--- config.mk ---
export PLATFORM = sky130hd
export DESIGN_NAME = inst_fetch
export DESIGN_NICKNAME = d
export VERILOG_FILES = /design/src/rtl/inst_fetch_pkg.sv /design/src/rtl/inst_fetch.sv
export SDC_FILE = /design/constraint.sdc
export NUM_CORES = 1
export LEC_CHECK = 0
export ABC_CLOCK_PERIOD_IN_PS = 3500
export BUFFER_PORTS_ARGS = -buffer_cell sky130_fd_sc_hd__buf_2
export CORE_MARGIN = 1.5
export CORE_UTILIZATION = 57
export CTS_BUF_LIST = sky130_fd_sc_hd__clkbuf_4
export DETAILED_ROUTE_END_ITERATION = 10
export PLACE_DENSITY = 0.84
export SYNTH_ARGS = -nofsm -noshare
export SYNTH_HDL_FRONTEND = slang
export SYNTH_SLANG_ARGS = --single-unit
--- constraint.sdc ---
create_clock -name clk -period 3.5 [get_ports clk]
set_clock_uncertainty 0.05 [all_clocks]
set_input_delay 0.7 -clock clk [delete_from_list [all_inputs] [get_ports clk]]
set_output_delay 0.7 -clock clk [all_outputs]
set_load 0.03 [all_outputs]
--- src/rtl/inst_fetch_pkg.sv ---
// Shared CPU definitions used by the fetch stage and by the decoder.
//
// Contents:
//   fetch_state_t  - fetch FSM encoding (FETCH_HI=0, FETCH_LO=1, HOLD=2)
//   TWO_BYTE_BIT   - opcode bit that marks a two-byte instruction
//   INST_LEN_1/2   - encoded instruction lengths
//   is_two_byte()  - length rule shared with the decoder's zero_arg logic
package inst_fetch_pkg;

   typedef enum logic [1:0] {
      FETCH_HI = 2'd0,
      FETCH_LO = 2'd1,
      HOLD     = 2'd2
   } fetch_state_t;

   localparam int TWO_BYTE_BIT = 7;

   localparam logic [1:0] INST_LEN_1 = 2'd1;
   localparam logic [1:0] INST_LEN_2 = 2'd2;

   // An opcode with the top bit set carries one operand byte.
   function automatic logic is_two_byte(input logic [7:0] opcode);
      return opcode[TWO_BYTE_BIT];
   endfunction

endpackage

--- src/rtl/inst_fetch.sv ---
// Instruction fetch stage feeding the decoder.
//
// Reads bytes over a req/ack memory port, assembles 1- or 2-byte
// instructions (opcode in [15:8]) and offers them with a valid/ready
// handshake. A one-byte prefetch buffer lets back-to-back one-byte
// instructions issue every cycle. Execute can redirect the fetch PC at
// any time; redirect beats everything except reset.
//
// Ports:
//   clk, rst                  clock, synchronous active-high reset
//   mem_req/mem_addr          byte read request and address
//   mem_ack/mem_rdata         read completion and data (same-cycle ack ok)
//   inst_valid/inst_ready     instruction handshake to decode/execute
//   inst, inst_pc, inst_len   instruction word, opcode address, length
//   inst_next_pc              inst_pc + inst_len (call return address)
//   redirect/redirect_pc      flow change from execute
module inst_fetch
   import inst_fetch_pkg::*;
#(
   parameter int                ADDR_W   = 16,
   parameter logic [ADDR_W-1:0] RESET_PC = '0
) (
   input  logic              clk,
   input  logic              rst,
   output logic              mem_req,
   output logic [ADDR_W-1:0] mem_addr,
   input  logic              mem_ack,
   input  logic [7:0]        mem_rdata,
   output logic              inst_valid,
   input  logic              inst_ready,
   output logic [15:0]       inst,
   output logic [ADDR_W-1:0] inst_pc,
   output logic [1:0]        inst_len,
   output logic [ADDR_W-1:0] inst_next_pc,
   input  logic              redirect,
   input  logic [ADDR_W-1:0] redirect_pc
);

   localparam logic [ADDR_W-1:0] PC_ONE = {{(ADDR_W-1){1'b0}}, 1'b1};

   fetch_state_t      state;
   logic [ADDR_W-1:0] fpc;
   logic [7:0]        pf_byte;
   logic              pf_valid;
   logic [15:0]       inst_r;
   logic [ADDR_W-1:0] inst_pc_r;
   logic [1:0]        inst_len_r;
   logic [ADDR_W-1:0] inst_next_pc_r;

   logic              take_op;
   logic [7:0]        op_byte;
   logic [ADDR_W-1:0] op_pc;
   logic [ADDR_W-1:0] op_next;

   // Outputs are forced to zero while reset is held so that a reset in the
   // middle of a memory transaction drops mem_req in the same cycle.
   assign mem_req      = !rst && ((state != HOLD) || !pf_valid);
   assign mem_addr     = rst ? '0 : fpc;
   assign inst_valid   = !rst && (state == HOLD);
   assign inst         = rst ? '0 : inst_r;
   assign inst_pc      = rst ? '0 : inst_pc_r;
   assign inst_len     = rst ? '0 : inst_len_r;
   assign inst_next_pc = rst ? '0 : inst_next_pc_r;

   // Decide whether a new opcode is captured this cycle and where it comes
   // from: the memory port (FETCH_HI, or HOLD on accept with a same-cycle
   // ack) or the prefetch buffer (HOLD on accept with a buffered byte). A
   // buffered byte was read from fpc-1, so that is its address.
   always_comb begin
      take_op = 1'b0;
      op_byte = mem_rdata;
      op_pc   = fpc;
      case (state)
         FETCH_HI: take_op = mem_ack;
         HOLD: begin
            if (inst_ready) begin
               if (pf_valid) begin
                  take_op = 1'b1;
                  op_byte = pf_byte;
                  op_pc   = fpc - PC_ONE;
               end else begin
                  take_op = mem_ack;
               end
            end
         end
         default: take_op = 1'b0;
      endcase
      op_next = op_pc + PC_ONE;
   end

   // Fetch FSM and datapath registers. Reset wins, then redirect (which
   // discards any byte acked in the same cycle), then normal sequencing.
   always_ff @(posedge clk) begin
      if (rst) begin
         state          <= FETCH_HI;
         fpc            <= RESET_PC;
         pf_byte        <= 8'h00;
         pf_valid       <= 1'b0;
         inst_r         <= 16'h0000;
         inst_pc_r      <= '0;
         inst_len_r     <= 2'b00;
         inst_next_pc_r <= '0;
      end else if (redirect) begin
         state    <= FETCH_HI;
         fpc      <= redirect_pc;
         pf_valid <= 1'b0;
      end else if (take_op) begin
         inst_r    <= {op_byte, 8'h00};
         inst_pc_r <= op_pc;
         fpc       <= op_next;
         pf_valid  <= 1'b0;
         if (is_two_byte(op_byte)) begin
            state <= FETCH_LO;
         end else begin
            inst_len_r     <= INST_LEN_1;
            inst_next_pc_r <= op_next;
            state          <= HOLD;
         end
      end else begin
         case (state)
            FETCH_LO: begin
               if (mem_ack) begin
                  inst_r[7:0]    <= mem_rdata;
                  fpc            <= fpc + PC_ONE;
                  inst_len_r     <= INST_LEN_2;
                  inst_next_pc_r <= fpc + PC_ONE;
                  state          <= HOLD;
               end
            end
            HOLD: begin
               // Accepted with nothing buffered and no ack: keep the
               // outstanding request alive by moving to FETCH_HI at the
               // same address.
               if (inst_ready) begin
                  state <= FETCH_HI;
               end else if (!pf_valid && mem_ack) begin
                  pf_byte  <= mem_rdata;
                  pf_valid <= 1'b1;
                  fpc      <= fpc + PC_ONE;
               end
            end
            FETCH_HI: state <= FETCH_HI;
            default:  state <= FETCH_HI;
         endcase
      end
   end

endmodule

# After elaboration in Yosys (flattened, before gate mapping)

Cells that the tools add are included.

Bits in registers: 77
Bits of input ports: 29
Output and inout port bits: 68
Word-level logic and storage cells: 77

Add/sub/neg operators: 3
Equal/unequal tests: 9
Mux-type cells: 34
Bitwise logic cells: 3
Reductions and logical operators: 19

Operators by type and width:

| cell                                                                  | count |
|---|---|
| 16-bit two-way mux                                                    | 15 |
| 8-bit two-way mux                                                     | 6 |
| 16-bit by 1-bit adder with 16-bit output (second input constant)      | 2 |
| 16-bit case mux with 2 select lines                                   | 1 |
| 2-bit two-way mux                                                     | 8 |
| 16-bit by 1-bit subtractor with 16-bit output (second input constant) | 1 |
| 4-bit != test (second input constant)                                 | 2 |
| 4-bit AND reduction                                                   | 2 |
| 3-bit != test (second input constant)                                 | 2 |
| 3-bit AND reduction                                                   | 2 |
| 5-bit AND reduction                                                   | 1 |
| 2-bit != test (second input constant)                                 | 2 |
| 4-bit by 3-bit != test with 1-bit output (second input constant)      | 1 |
| 2-bit case mux with 2 select lines                                    | 1 |
| 2-bit AND reduction                                                   | 2 |
| 2-bit nonzero test                                                    | 2 |
| 4-bit nonzero test                                                    | 1 |
| 1-bit logical AND                                                     | 3 |
| 1-bit inverter                                                        | 3 |
| 3-bit OR reduction                                                    | 1 |
| 2-bit by 1-bit == test with 1-bit output (second input constant)      | 1 |
| 2-bit == test (second input constant)                                 | 1 |
| 1-bit zero test                                                       | 2 |
| 2-bit zero test                                                       | 1 |
| other kinds (4)                                                       | 5 |

# Depth between registers and ports, before layout

Depth in word-level cells: 7
Gate-level depth with buffers: 13
Gate-level depth less buffers: 12

# Least setup slack after synthesis

Ideal clock, no wire load.

Kind: in2reg
Start: input port inst_ready
End: register fpc[4]
Arrival: 2.894 ns
Setup slack: 0.470 ns
Stages: 11
Path buffers: 2
Path through: clkbuf_1 and3_1 buf_1 xnor2_1 inv_1 ha_1 a2111oi_0 a21oi_1 xnor2_1 mux2i_1 a211oi_1

Longest elaborated chain between the ends: 5
Elaborated cells on any way between the ends: 12
Those cells by class: add/sub: 1; eq/ne: 3; mux: 6; reduce/logical: 2

RTL lines:

| what                                     | RTL line          | text |
|---|---|---|
| from (decl)                              | inst_fetch.sv:30  | `input logic inst_ready,` |
| 16-bit two-way mux                       | inst_fetch.sv:76  | `if (inst_ready) begin` |
| 16-bit two-way mux                       | inst_fetch.sv:73  | `case (state)` |
| 16-bit by 1-bit adder with 16-bit output | inst_fetch.sv:88  | `op_next = op_pc + PC_ONE;` |
| 16-bit two-way mux                       | inst_fetch.sv:107 | `end else if (take_op) begin` |
| 16-bit two-way mux                       | inst_fetch.sv:103 | `end else if (redirect) begin` |
| to (signal assigned)                     | inst_fetch.sv:105 | `fpc <= redirect_pc;` |
| to (signal assigned)                     | inst_fetch.sv:110 | `fpc <= op_next;` |
| to (signal assigned)                     | inst_fetch.sv:124 | `fpc <= fpc + PC_ONE;` |
| to (decl)                                | inst_fetch.sv:42  | `logic [ADDR_W-1:0] fpc;` |

Several ways; a longest one is shown, not always the timed one.
A chain may end at the register's enable or synchronous reset.

# Worst setup path in the final report

Start: register state[0]
End: register fpc[4]

Longest elaborated chain between the ends: 5
Elaborated cells on any way between the ends: 14
Those cells by class: add/sub: 1; eq/ne: 5; mux: 5; reduce/logical: 3

RTL lines:

| what                                     | RTL line                            | text |
|---|---|---|
| from (decl)                              | inst_fetch.sv:41                    | `fetch_state_t state;` |
| from (signal assigned)                   | inst_fetch.sv:95                    | `state <= FETCH_HI;` |
| from (signal assigned)                   | inst_fetch.sv:104                   | `state <= FETCH_HI;` |
| from (signal assigned)                   | inst_fetch.sv:113                   | `state <= FETCH_LO;` |
| 2-bit == test                            | inst_fetch.sv:73, inst_fetch.sv:120 |  |
| 16-bit two-way mux                       | inst_fetch.sv:73                    |  |
| 16-bit by 1-bit adder with 16-bit output | inst_fetch.sv:88                    |  |
| 16-bit two-way mux                       | inst_fetch.sv:107                   |  |
| 16-bit two-way mux                       | inst_fetch.sv:103                   |  |

Several ways; a longest one is shown, not always the timed one.

==> impl_metrics.yaml <==
clock_tree:
  root_buffer: "clkbuf_4"
  clockBufferDepth: 2
  clk_pin_slew_worst_paths_ns: 0.14
  post_cts_buffers: 0
  cts_tree: "built"
  cts_buffers: 9
  cts.sinks: 77
  cts_resized: 0
  htreeDepth: 3
  hold_buffers: 0
  clk_latency_ns: 0.44
setup_path:
  setup.worst_path.start: "state[0]"
  crit_arrival_ns: 3.54
  crit_type: "register to register"
  cp-start-kind: "register"
  worstPathRequired_ns: 3.81
  reg2reg_depth: 12
  endpoint: "fpc[4]"
  r2r_end: "fpc[4]"
  critPathMaxFanout: 14
  r2r_start: "state[0]"
  reg2reg_slack_ns: 0.27
  cp-end-kind: "register"
logic_synthesis:
  synthCells: 560
  synth_seq_cells: 77
  synthArstFlopShare_pct: 0
  ys_top_cells_by_area: "dfxtp_1 35%, nor2b_1 8.4%, nand2_1 5.0%"
  synth_compound_area_share_pct: 16.7
  synth_top_cell_area_share_pct: 34.5
  synth_ff_type: "dfxtp_1"
  synthSimpleGateAreaFrac_pct: 32.2
  synth_edf_count: 0
  synth_top_family_by_area: "simple AND/OR/NAND/NOR gates"
  yosysUniqueCellTypes: 60
  ys_seq_area_share_pct: 34.5
  synth_top_cell_by_area: "dfxtp_1"
  syn_area_per_cell_um2: 7.97
  yosysWarnings: 0
  netlist_area_um2: 4470
  synth-xor-area-share_pct: 5.66
  synthAdderAreaFrac_pct: 1.68
  synth.area.mux_share_pct: 3.59
  synth_nets: 595
timing:
  tightestPinTransition_ns: 0.789
  tns_ns: 0
  rsz0062_at_grt: "false"
  finalSetupViolations: 0
  holdWs_ns: 0.411
  clock.fmax_mhz: 310
  final_hold_viol_count: 0
  slew_headroom_pct: 47.4
  min_period_ns: 3.23
  fin_ws_ns: 0.270
  layout_worst_path_cycle_share_pct: 92.3
  slew_violations: 0
drt:
  vias: 4266
  viasPerCell: 5.78
  drt-met1-wl_mm: 4.70
  wl_met2_mm: 5.45
  drt-total-wl_mm: 11.3
  drtIter0Drc: 219
  first_pass_iters: 5
  drc: 0
  dr_wl_met3_um: 677
  detail_route.wl_per_cell_um: 15.2
  drtAntennaViolNets: 0
  dr.max_layer_used: "met4"
finish:
  drive_gt1_share_pct: 21.4
  fin_nets: 666
  fillCellCount: 678
  fin_cells: 738
  area_growth_syn_to_layout_pct: 15.4
  final_common_cell: "buf_2"
  antennaDiodeCount: 0
  layout_common_cells: "95 x buf_2, 77 x dfxtp_1, 60 x nor2b_1, 60 x nor2_1, 60 x nand2_1"
placed_design:
  io_buffers: 96
  place_congestion: 0.888
  dp.cells: 722
  hpwl_mm: 8.21
  dpl_worst_slack_ns: 0.296
min_path:
  hp-class: "register to register"
  min_from: "inst_next_pc_r[10]"
run_status:
  status: "complete, no violations"
floorplanning:
  pin_count: 97
  row_count: 32
  fp.dieW_um: 91.5
  die_h_um: 91.5
  core_um2: 7650
  design.die.area_um2: 8370
  start_util_pct: 58.4
global_route:
  grt_max_degree: 68
  track_usage_pct: 27.7
  antenna_found_initial: 0
  grt-ovfl-total: 0
  grt_pass1_wl_mm: 18.7
  first_global_vias: 4015
power:
  irDropWorstVdd_v: 0.000249
  p_per_area_nw_per_um2: 385
  p_leak_uw: 0.00221
flow_run:
  drv_cap: 0
==> worst max-delay path, cell delays in order, from the launching register on <==
cell       delay (ns)
dfxtp_1          0.38
inv_1            0.11
ha_1             0.42
and3_1           0.56
xnor2_1          0.18
inv_1            0.09
ha_1             0.28
nor2b_1          0.08
a2111oi_0        0.38
a21oi_1          0.10
xnor2_1          0.20
mux2i_1          0.11
a211oi_1         0.23
==> report_power, final <==
group	switching [uW]	internal [uW]
combinational	232	137
clock	349	301
sequential	46.2	918
==> worst min-delay path by stage <==
stage | end | cells past startpoint | slack (ns)
detailed placement | inst_next_pc_r[9] | 2 | 0.40
floorplan | inst_next_pc_r[7] | 2 | 0.38
finish | inst_next_pc_r[10] | 2 | 0.41
CTS | inst_next_pc_r[9] | 2 | 0.41
global route | inst_next_pc_r[3] | 2 | 0.43
global placement | inst_next_pc_r[15] | 2 | 0.39
==> kinds of logic after synthesis <==
kind of cell	Yosys count
simple gates	263
compound gates	107
flops	77
buf+inv	63
xor+xnor	28
mux	16
fa+ha+maj	6
==> area by class of cell <==
cell class	instances	area (um2)	share of cell area, %
Clock buffer	9	67.6	1.31
Inverter	18	67.6	1.31
Clock inverter	7	103	1.99
Timing Repair Buffer	105	563	10.9
Multi-Input combinational cell	420	2680	52.1
Tap cell	102	128	2.48
Sequential cell	77	1540	29.9
==> metrics by stage <==
stage          total power, uW  instance area, um2  utilization, %
2_1_floorplan             1240                4470               -
3_3_place_gp              1340                4980            65.2
5_1_grt                   2070                5150            67.4
6_report                  1980                5150            67.4
4_1_cts                   1990                5150            67.4
3_5_place_dp              1350                4980            65.2
==> Yosys cell counts, types with 6 or more instances <==
cell type  number
clkbuf_1       40
dfxtp_1        77
nand2b_1       12
nor3_1         12
a21oi_1        28
a311oi_1        8
a211oi_1       21
inv_1          18
xnor2_1        18
nor4_1         10
o21ai_0        13
ha_1            6
xor2_1          9
nand2_1        60
mux2i_1        16
nor3b_1         6
nand3_1        12
nor2b_1        60
nor2_1         60
==> flip-flops by register name (all words and copies together) (netlist names) <==
register	count
fpc	16
inst_len_r	2
inst_next_pc_r	16
inst_pc_r	16
inst_r	16
pf_byte	8
pf_valid	1
state	2
==> metal layers <==
metal | global-route usage [%] | up-vias
met5 | 0 | -
met4 | 13.2 | 0
li1 | - | 2085
met2 | 47.6 | 168
met1 | 34.2 | 1976
met3 | 3.43 | 37
No activity file was read; power rests on OpenSTA's default activity.
